File: src/rtl/alu_issue_scheduler_pkg.sv
// alu_issue_scheduler_pkg: shared widths, op encodings and entry types for the ALU reservation station
package alu_issue_scheduler_pkg;
    localparam int OP_WIDTH     = 7;
    localparam int VAL_WIDTH    = 32;
    localparam int ROB_ID_WIDTH = 3;
    localparam int ADDR_WIDTH   = 32;
    localparam int TAG_WIDTH    = ROB_ID_WIDTH + 1;

    typedef enum logic [OP_WIDTH-1:0] {
        OP_ADD   = 7'h00,
        OP_SUB   = 7'h01,
        OP_AND   = 7'h02,
        OP_OR    = 7'h03,
        OP_XOR   = 7'h04,
        OP_SLL   = 7'h05,
        OP_SRL   = 7'h06,
        OP_SRA   = 7'h07,
        OP_SLT   = 7'h08,
        OP_SLTU  = 7'h09,
        OP_BEQ   = 7'h10,
        OP_BNE   = 7'h11,
        OP_BLT   = 7'h12,
        OP_BGE   = 7'h13,
        OP_JAL   = 7'h20,
        OP_JALR  = 7'h21,
        OP_AUIPC = 7'h30,
        OP_LUI   = 7'h31
    } op_type_e;

    typedef struct packed {
        logic                 busy;
        logic [TAG_WIDTH-1:0] tag;
        logic [VAL_WIDTH-1:0] val;
    } operand_t;

    typedef struct packed {
        logic                 valid;
        logic [TAG_WIDTH-1:0] tag;
        logic [VAL_WIDTH-1:0] val;
    } cdb_t;

    typedef struct packed {
        logic                  valid;
        logic [OP_WIDTH-1:0]   op;
        operand_t              src1;
        operand_t              src2;
        logic [TAG_WIDTH-1:0]  rob;
        logic [ADDR_WIDTH-1:0] pc;
    } rs_entry_t;

    // Capture a broadcast into a pending operand; the ALU bus wins when both match.
    function automatic operand_t wake(operand_t o, cdb_t a, cdb_t l);
        operand_t r;
        r = o;
        if (o.busy && a.valid && a.tag == o.tag)
            r = '{busy: 1'b0, tag: o.tag, val: a.val};
        else if (o.busy && l.valid && l.tag == o.tag)
            r = '{busy: 1'b0, tag: o.tag, val: l.val};
        return r;
    endfunction
endpackage

File: src/rtl/alu_issue_scheduler_rr_select.sv
// alu_issue_scheduler_rr_select: round-robin picker, first ready index at or after the pointer
module alu_issue_scheduler_rr_select #(
    parameter int N = 8,
    parameter int W = 3
) (
    input  logic [N-1:0] ready,
    input  logic [W-1:0] ptr,
    output logic         gnt,
    output logic [W-1:0] idx
);
    // N is a power of two, so W-bit addition wraps the scan naturally.
    always_comb begin
        gnt = |ready;
        idx = '0;
        for (int i = N - 1; i >= 0; i--)
            if (ready[ptr + W'(i)]) idx = ptr + W'(i);
    end
endmodule

File: src/rtl/alu_issue_scheduler.sv
// alu_issue_scheduler: reservation station holding ALU ops until operands arrive, issuing one per cycle
module alu_issue_scheduler
    import alu_issue_scheduler_pkg::*;
#(
    parameter int RS_SIZE      = 8,
    parameter int RS_IDX_WIDTH = 3
) (
    input  logic                  clk,
    input  logic                  rst_n_in,
    input  logic                  rdy_in,
    input  logic                  flush,
    input  logic                  disp_valid,
    input  logic [OP_WIDTH-1:0]   disp_type,
    input  logic [VAL_WIDTH-1:0]  disp_val1,
    input  logic [VAL_WIDTH-1:0]  disp_val2,
    input  logic                  disp_busy1,
    input  logic                  disp_busy2,
    input  logic [TAG_WIDTH-1:0]  disp_tag1,
    input  logic [TAG_WIDTH-1:0]  disp_tag2,
    input  logic [TAG_WIDTH-1:0]  disp_entry,
    input  logic [ADDR_WIDTH-1:0] disp_pc,
    output logic                  rs_full,
    input  logic                  alu_cdb_valid,
    input  logic [TAG_WIDTH-1:0]  alu_cdb_entry,
    input  logic [VAL_WIDTH-1:0]  alu_cdb_val,
    input  logic                  lsb_cdb_valid,
    input  logic [TAG_WIDTH-1:0]  lsb_cdb_entry,
    input  logic [VAL_WIDTH-1:0]  lsb_cdb_val,
    output logic                  execute,
    output logic [OP_WIDTH-1:0]   ex_type,
    output logic [VAL_WIDTH-1:0]  ex_val1,
    output logic [VAL_WIDTH-1:0]  ex_val2,
    output logic [TAG_WIDTH-1:0]  ex_entry,
    output logic [ADDR_WIDTH-1:0] ex_pc
);
    rs_entry_t             ent [RS_SIZE];
    logic [RS_SIZE-1:0]    valid_v;
    logic [RS_SIZE-1:0]    ready_v;
    logic [RS_IDX_WIDTH-1:0] rr;
    logic [RS_IDX_WIDTH-1:0] idx;
    logic [RS_IDX_WIDTH-1:0] free_idx;
    logic                  gnt;
    cdb_t                  alu;
    cdb_t                  lsb;

    assign alu = '{valid: alu_cdb_valid, tag: alu_cdb_entry, val: alu_cdb_val};
    assign lsb = '{valid: lsb_cdb_valid, tag: lsb_cdb_entry, val: lsb_cdb_val};

    always_comb begin
        valid_v  = '0;
        ready_v  = '0;
        free_idx = '0;
        for (int i = RS_SIZE - 1; i >= 0; i--) begin
            valid_v[i] = ent[i].valid;
            ready_v[i] = ent[i].valid && !ent[i].src1.busy && !ent[i].src2.busy;
            if (!ent[i].valid) free_idx = RS_IDX_WIDTH'(i);
        end
    end

    assign rs_full = &valid_v;

    alu_issue_scheduler_rr_select #(.N(RS_SIZE), .W(RS_IDX_WIDTH)) u_rr (
        .ready(ready_v),
        .ptr  (rr),
        .gnt  (gnt),
        .idx  (idx)
    );

    // Dispatch targets an invalid slot, so it never collides with wakeup or issue of a valid one.
    always_ff @(posedge clk) begin
        if (!rst_n_in || flush) begin
            for (int i = 0; i < RS_SIZE; i++) ent[i].valid <= 1'b0;
            rr       <= '0;
            execute  <= 1'b0;
            ex_type  <= '0;
            ex_val1  <= '0;
            ex_val2  <= '0;
            ex_entry <= '0;
            ex_pc    <= '0;
        end else if (rdy_in) begin
            for (int i = 0; i < RS_SIZE; i++)
                if (ent[i].valid) begin
                    ent[i].src1 <= wake(ent[i].src1, alu, lsb);
                    ent[i].src2 <= wake(ent[i].src2, alu, lsb);
                end
            execute <= gnt;
            if (gnt) begin
                ex_type         <= ent[idx].op;
                ex_val1         <= ent[idx].src1.val;
                ex_val2         <= ent[idx].src2.val;
                ex_entry        <= ent[idx].rob;
                ex_pc           <= ent[idx].pc;
                ent[idx].valid  <= 1'b0;
                rr              <= idx + RS_IDX_WIDTH'(1);
            end
            if (disp_valid && !rs_full)
                ent[free_idx] <= '{
                    valid: 1'b1,
                    op:    disp_type,
                    src1:  wake('{busy: disp_busy1, tag: disp_tag1, val: disp_val1}, alu, lsb),
                    src2:  wake('{busy: disp_busy2, tag: disp_tag2, val: disp_val2}, alu, lsb),
                    rob:   disp_entry,
                    pc:    disp_pc
                };
        end
    end
endmodule
File: config.mk
export PLATFORM = sky130hd
export DESIGN_NAME = alu_issue_scheduler
export DESIGN_NICKNAME = d
export VERILOG_FILES = /design/src/rtl/alu_issue_scheduler_pkg.sv /design/src/rtl/alu_issue_scheduler_rr_select.sv /design/src/rtl/alu_issue_scheduler.sv
export SDC_FILE = /design/constraint.sdc
export NUM_CORES = 2
export LEC_CHECK = 0
export CORE_MARGIN = 4
export CORE_UTILIZATION = 27
export DETAILED_ROUTE_END_ITERATION = 6
export GPL_TIMING_DRIVEN = 0
export SYNTH_ARGS = -nofsm -noshare
export SYNTH_HDL_FRONTEND = slang
export SYNTH_SLANG_ARGS = --single-unit
File: constraint.sdc
create_clock -name clk -period 12.8 [get_ports clk]
set_input_delay 1.28 -clock clk [delete_from_list [all_inputs] [get_ports clk]]
set_output_delay 1.28 -clock clk [all_outputs]
set_load 0.005 [all_outputs]
---- Word level (Yosys, flattened, before mapping) ----
Memory sizes are Yosys's and may differ from the RTL's. A register that Yosys moved wholly into a read port is not among the register bits.
Cells that the tools add are included.
word-level totals
  flip-flop bits (word level) ............. 4
  bits in latches ......................... 0
  memory bits (writable) .................. 944
  memory bits (read-only) ................. 0
  bits of input ports ..................... 196
  logic and storage cells ................. 330
  memories kept ........................... 1
memory list
  memory  words  bits a word  rd ports  clocked after memory_dff  write ports  line                       RTL
  ent     8      118          9         1                         10           alu_issue_scheduler.sv:36  rs_entry_t ent [RS_SIZE];
operators by class
  add/subtract/negate cells ............... 8
  $mul .................................... 0
  divide/modulo/power cells ............... 0
  magnitude comparators ................... 8
  equal/unequal tests ..................... 36
  shift-type cells ........................ 0
  muxes and demuxes ....................... 164
  bitwise gates (word level) .............. 0
  reduce and logical (&&, ||, !) cells .... 111
operators with widths
  cell                                                                   count
  37-bit two-way mux                                                     90
  4-bit equality test                                                    36
  1-bit logical AND                                                      89
  1-bit two-way mux                                                      50
  3-bit two-way mux                                                      16
  3-bit by 4-bit < comparator with 1-bit output (second input constant)  8
  1-bit binary-select mux with 3-bit select                              8
  1-bit zero test                                                        18
  3-bit adder (second input constant)                                    4
  8-bit AND reduction                                                    1
  8-bit OR reduction                                                     1
  3-bit by 1-bit adder with 3-bit output (second input constant)         2
  3-bit by 2-bit adder with 3-bit output (second input constant)         2
  2-bit AND reduction                                                    1
  1-bit logical OR                                                       1

---- Logic depth before layout (Yosys ltp) ----
An unclocked memory read counts as a cell.
  depth after elaboration ................. 15
  depth in mapped cells ................... 17
  depth with buffers taken out ............ 11

---- Hierarchy ----
From an unflattened synthesis, not the netlist that was laid out.
unflattened totals
  cell total of the unflattened synthesis .. 3,383
  area, all modules ....................... 49,631.4 um2
modules (own cells, without submodules)
  module                         instances  cells each  area an instance (um2)
  alu_issue_scheduler            1          3,298       48,839.3
  alu_issue_scheduler_rr_select  1          85          792.0

---- Least setup slack after synthesis ----
OpenSTA, ideal clock, no wires.
  path kind ............................... input port to flip-flop
  from .................................... input port alu_cdb_entry[2]
  to ...................................... memory ent[1][36] (netlist bit) (enable)
  data arrival time ....................... 5,538 ps
  data required time ...................... 12,331 ps
  slack ................................... 6,793 ps
  cell stages on the path ................. 9
  cells stage by stage .................... clkbuf_1 buf_1 clkbuf_1 o22ai_1 nor3_1 nand2_1 buf_1 o41a_1 o21ai_0
RTL lines
  element             line                       RTL
  start: declaration  alu_issue_scheduler.sv:24  input logic [TAG_WIDTH-1:0] alu_cdb_entry,
  end: declaration    alu_issue_scheduler.sv:36

---- Final worst setup path ----
  from .................................... register rr[1]
  to ...................................... register ex_val1[7] (read register of ent)
on the way
  longest elaborated chain between the ends .. 11
  elaborated cells between the ends (all ways) .. 31
  classes of those cells .................. add/sub (7); mux (24)
RTL lines
  element                                    line                                 RTL
  start: declaration                         alu_issue_scheduler.sv:39            logic [RS_IDX_WIDTH-1:0] rr;
  start signal: assignment                   alu_issue_scheduler.sv:94            rr <= idx + RS_IDX_WIDTH'(1);
  3-bit adder                                alu_issue_scheduler_rr_select.sv:16  if (ready[ptr + W'(i)]) idx = ptr + W'(i);
  1-bit binary-select mux with 3-bit select  alu_issue_scheduler_rr_select.sv:16
  1-bit two-way mux (not written as such)    alu_issue_scheduler_rr_select.sv:16
  3-bit two-way mux (7 in a row)             alu_issue_scheduler_rr_select.sv:16
  3-bit two-way mux (*)                      alu_issue_scheduler_rr_select.sv:16
  end: declaration                           alu_issue_scheduler.sv:31            output logic [VAL_WIDTH-1:0] ex_val1,
Every way passes the cells marked *; elsewhere a longest branch is shown, timed or not. The select of a mux whose other input is x is not followed.
A chain may end at the register's enable or synchronous reset.

==> Implementation_results.wiki <==
{| class="wikitable"
! Metric !! Value
|-
| Outcome || complete, but fails checks
|-
| Violations in the final reports || DRC, capacitance limit, slew limit
|-
| Cell Count, Final, Fillers Out || 8140
|-
| Share of the clock period used by the worst path || 53.2%
|-
| Critical Path AT || 7450 ps
|-
| Routed length per placed instance || 30.5 µm
|-
| # Post-CTS Setup Buffers || 0
|-
| PwrDens || 118 nW/µm²
|-
| Register-to-register setup slack || 5990 ps
|-
| Seq pwr share || 48.8%
|-
| Final-report hold violation count || 0
|-
| Most area-consuming cells after synthesis || sky130_fd_sc_hd__edfxtp_1, sky130_fd_sc_hd__mux2i_1, sky130_fd_sc_hd__a211oi_1
|-
| Fmax || 147 MHz
|-
| First-pass detailed-route iteration total || 7
|-
| Synthesized instance count || 4973
|-
| Most frequent cells after synthesis || sky130_fd_sc_hd__edfxtp_1, sky130_fd_sc_hd__mux2i_1, sky130_fd_sc_hd__a21oi_1
|-
| Number of nets in the synthesized netlist || 5171
|-
| Clock tree sinks || 1055
|-
| Clock share of power || 45.1%
|-
| GPL Wtd Cong || 0.956
|-
| Max-cap violations || 3
|-
| Final wirelength || 248000 µm
|-
| Number of global-route vias before repair || 43.4k
|-
| Synthesized flop and latch total || 1055
|-
| Post-DRT Antenna Nets || 0
|-
| Sequential fraction of the synthesis area || 55.3%
|-
| Most frequently used flop master after synthesis || sky130_fd_sc_hd__edfxtp_1
|-
| VDD IR max || 112 µV
|-
| TritonCTS buffer count || 111
|-
| Net count of the finished layout || 5546
|-
| Biggest fanout along the worst timing path || 10
|-
| Area of the core || 203000 µm²
|-
| Final WS setup || 5990 ps
|-
| Leakage power figure || 24.5 nW
|-
| Synth area leader || sky130_fd_sc_hd__edfxtp_1
|-
| EDFF count, synth || 936
|-
| Buffer cell driving the clock tree root || sky130_fd_sc_hd__clkbuf_16
|-
| Max Root-Sink Buffers || 3
|-
| Number of DRC markers in iteration 0 || 7019
|-
| Endpoint kind of the worst setup timing path || flip-flop
|-
| Final Setup Violations || 0
|-
| Total gr overflow || 0
|-
| Worst Tran Pin Value || 1580 ps
|-
| Detail Placement HPWL || 180000 µm
|-
| Clk pin slew, worst setup/hold paths || 70 ps
|-
| Setup TNS || 0 ps
|-
| Cell internal pwr || 5.88 mW
|-
| Share of Yosys cell area claimed by the top area cell type || 51.0%
|-
| Slew headroom || -5.30%
|-
| Mean instance size in the synthesized netlist || 11.1 µm²
|-
| Worst-skew pair later-pin latency || 790 ps
|-
| P_sw || 1.83 mW
|-
| H-tree depth || 3
|-
| Switching Share || 23.8%
|-
| Combinational cell fraction of total power || 6.1%
|-
| Most frequent cell after synthesis || sky130_fd_sc_hd__edfxtp_1
|-
| Wire length of the first global-routing pass || 337000 µm
|-
| Synth warnings || 0
|-
| X dimension of the die || 460 µm
|-
| Via-to-Cell Ratio || 5.64
|-
| HP Class || reg -> reg
|-
| Count of input and output buffers || 231
|-
| TritonCTS clock tree || done
|-
| Vias post-DR || 45.9k
|-
| Synthesis-to-layout area growth || 18.7%
|-
| Clk_skew || 54.6 ps
|-
| Initial standard-cell utilization of the core || 27.2%
|-
| Critical register-to-register path startpoint || rr[1]$_SDFFE_PN0P_
|-
| Kind of start point of the critical path || flip-flop
|-
| RSZ-0062 raised after global routing || no
|-
| Critical R2R Capture || ex_val1[7]$_SDFFE_PN0P_
|-
| Drt drc || 4
|-
| Fraction of final layout cells sized beyond drive strength 1 || 7.95%
|-
| Placed cell count || 7907
|-
| Count of cells along the worst hold path || 2
|-
| Hold-fix buffers at CTS || 0
|-
| Logic depth of the worst register-to-register path || 15
|-
| Mapped Area || 55200 µm²
|-
| Pre-CTS setup slack || 5860 ps
|-
| I/O pin cnt || 305
|-
| Crit path kind || reg -> reg
|-
| Share of async-settable or async-resettable flops after synthesis || 0%
|-
| Combined global-route utilization of all metal layers || 22.4%
|-
| Largest net degree at the start of global routing || 52
|-
| Initial antenna violation count || 28
|-
| Time the worst path needs with I/O delays and setup || 6810 ps
|-
| Worst Path Required || 13440 ps
|-
| Slew Viols, Final || 11
|-
| Count of different cell masters after synthesis || 63
|-
| Die area || 212000 µm²
|-
| Worst Hold Launch || execute$_SDFFE_PN0P_
|-
| Post-cts sizing count || 0
|-
| Hold EP || execute$_SDFFE_PN0P_
|-
| Die Y-Extent || 460 µm
|-
| Total number of placement rows || 165
|}
critical path, cell delays in order, from the launching register on:
cell,delay [ps]
sky130_fd_sc_hd__dfxtp_1,330
sky130_fd_sc_hd__clkbuf_1,280
sky130_fd_sc_hd__inv_2,190
sky130_fd_sc_hd__ha_1,310
sky130_fd_sc_hd__clkbuf_1,270
sky130_fd_sc_hd__clkbuf_1,500
sky130_fd_sc_hd__mux4_2,400
sky130_fd_sc_hd__mux2i_1,470
sky130_fd_sc_hd__a221o_1,250
sky130_fd_sc_hd__a31o_2,110
sky130_fd_sc_hd__and3_1,150
sky130_fd_sc_hd__clkbuf_1,1080
sky130_fd_sc_hd__clkbuf_1,1120
sky130_fd_sc_hd__clkbuf_1,790
sky130_fd_sc_hd__a22o_1,300
sky130_fd_sc_hd__a211oi_1,80
layout make-up:
| type | count | area, µm² |
|---|---|---|
| antenna | 21 | 52.6 |
| buffer | 535 | 2140 |
| clock buffer | 152 | 3120 |
| clock inverter | 60 | 753 |
| fill | 20400 | 137000 |
| inverter | 139 | 534 |
| multi-input combinational | 3244 | 22100 |
| sequential | 1055 | 30500 |
| tap | 2672 | 3340 |
| timing repair buffer | 262 | 2950 |
layer usage:
| metal | GRT usage (%) | part of all wire (%) | vias to the layer above |
|---|---|---|---|
| met5 | 0 | 0.026 | - |
| met2 | 33.6 | 43 | 3402 |
| met4 | 12.7 | 6.2 | 10 |
| met3 | 7.29 | 13 | 581 |
| li1 | - | - | 19300 |
| met1 | 28.4 | 38 | 22700 |
metrics by stage:
stage	cell area, µm²	util [%]	power [mW]	hold WS [ps]
4_1_cts	65500	32.3	7.69	519
5_1_grt	65500	32.3	7.88	551
2_1_floorplan	55200	-	4.08	466
6_report	65500	32.3	7.71	503
3_3_place_gp	60800	30.0	4.28	501
3_5_place_dp	61600	30.4	4.29	509
power groups by stage:
stage	sequential (mW)	clock (mW)	combinational [mW]
5_1_grt	3.76	3.62	0.499
3_5_place_dp	3.83	0	0.458
2_1_floorplan	3.83	0	0.250
3_3_place_gp	3.84	0	0.445
6_report	3.76	3.47	0.474
4_1_cts	3.76	3.47	0.460
state kept, by name, indices dropped and copies added, names as in the netlist:
signal / cells
rr: 3
ex_type: 7
ex_val1: 32
ex_entry: 4
ent: 944
ex_pc: 32
ex_val2: 32
execute: 1
kinds of logic (layout without fill, tap and decap cells):
kind of cell             Yosys count  after routing  synth area share, %
AO/OA/AOI/OAI                   1425           1425                 16.1
multiplexers                     814            814                 15.4
flip-flops                      1055           1055                 55.3
XOR/XNOR                         115            115                 1.83
AND/OR/NAND/NOR                  888            888                 6.55
adder cells (fa/ha/maj)            2              2               0.0454
other                              0             21                    0
buffers and inverters            674           1148                 4.81
worst max-delay path by stage:
stage	slack [ps]	from	end
after floorplan	6790	alu_cdb_entry[2]	ent[1][36]$_DFFE_PP_
after global placement	2050	alu_cdb_entry[3]	ent[1][87]$_DFFE_PP_
after detailed placement	5860	rst_n_in	ent[3][49]$_DFFE_PP_
after CTS	6300	rr[1]$_SDFFE_PN0P_	ex_val1[16]$_SDFFE_PN0P_
after global routing	5860	rr[1]$_SDFFE_PN0P_	ex_val1[13]$_SDFFE_PN0P_
final	5990	rr[1]$_SDFFE_PN0P_	ex_val1[7]$_SDFFE_PN0P_
placed cells by master, fill, tap and decap left out, types with 22 or more instances in the layout:
cell type,instances
sky130_fd_sc_hd__buf_1,77
sky130_fd_sc_hd__clkdlybuf4s50_1,231
sky130_fd_sc_hd__nor2_1,415
sky130_fd_sc_hd__clkbuf_16,111
sky130_fd_sc_hd__dfxtp_1,119
sky130_fd_sc_hd__mux2_2,109
sky130_fd_sc_hd__inv_1,131
sky130_fd_sc_hd__nand3_1,33
sky130_fd_sc_hd__xnor2_1,30
sky130_fd_sc_hd__nor3_1,25
sky130_fd_sc_hd__clkbuf_1,414
sky130_fd_sc_hd__a211oi_1,434
sky130_fd_sc_hd__xor2_1,85
sky130_fd_sc_hd__edfxtp_1,936
sky130_fd_sc_hd__o21ai_0,307
sky130_fd_sc_hd__a21oi_1,503
sky130_fd_sc_hd__buf_2,38
sky130_fd_sc_hd__mux2i_1,687
sky130_fd_sc_hd__nand2_1,340
sky130_fd_sc_hd__buf_12,22
sky130_fd_sc_hd__a22o_1,107
(Power assumes the default switching activity.)
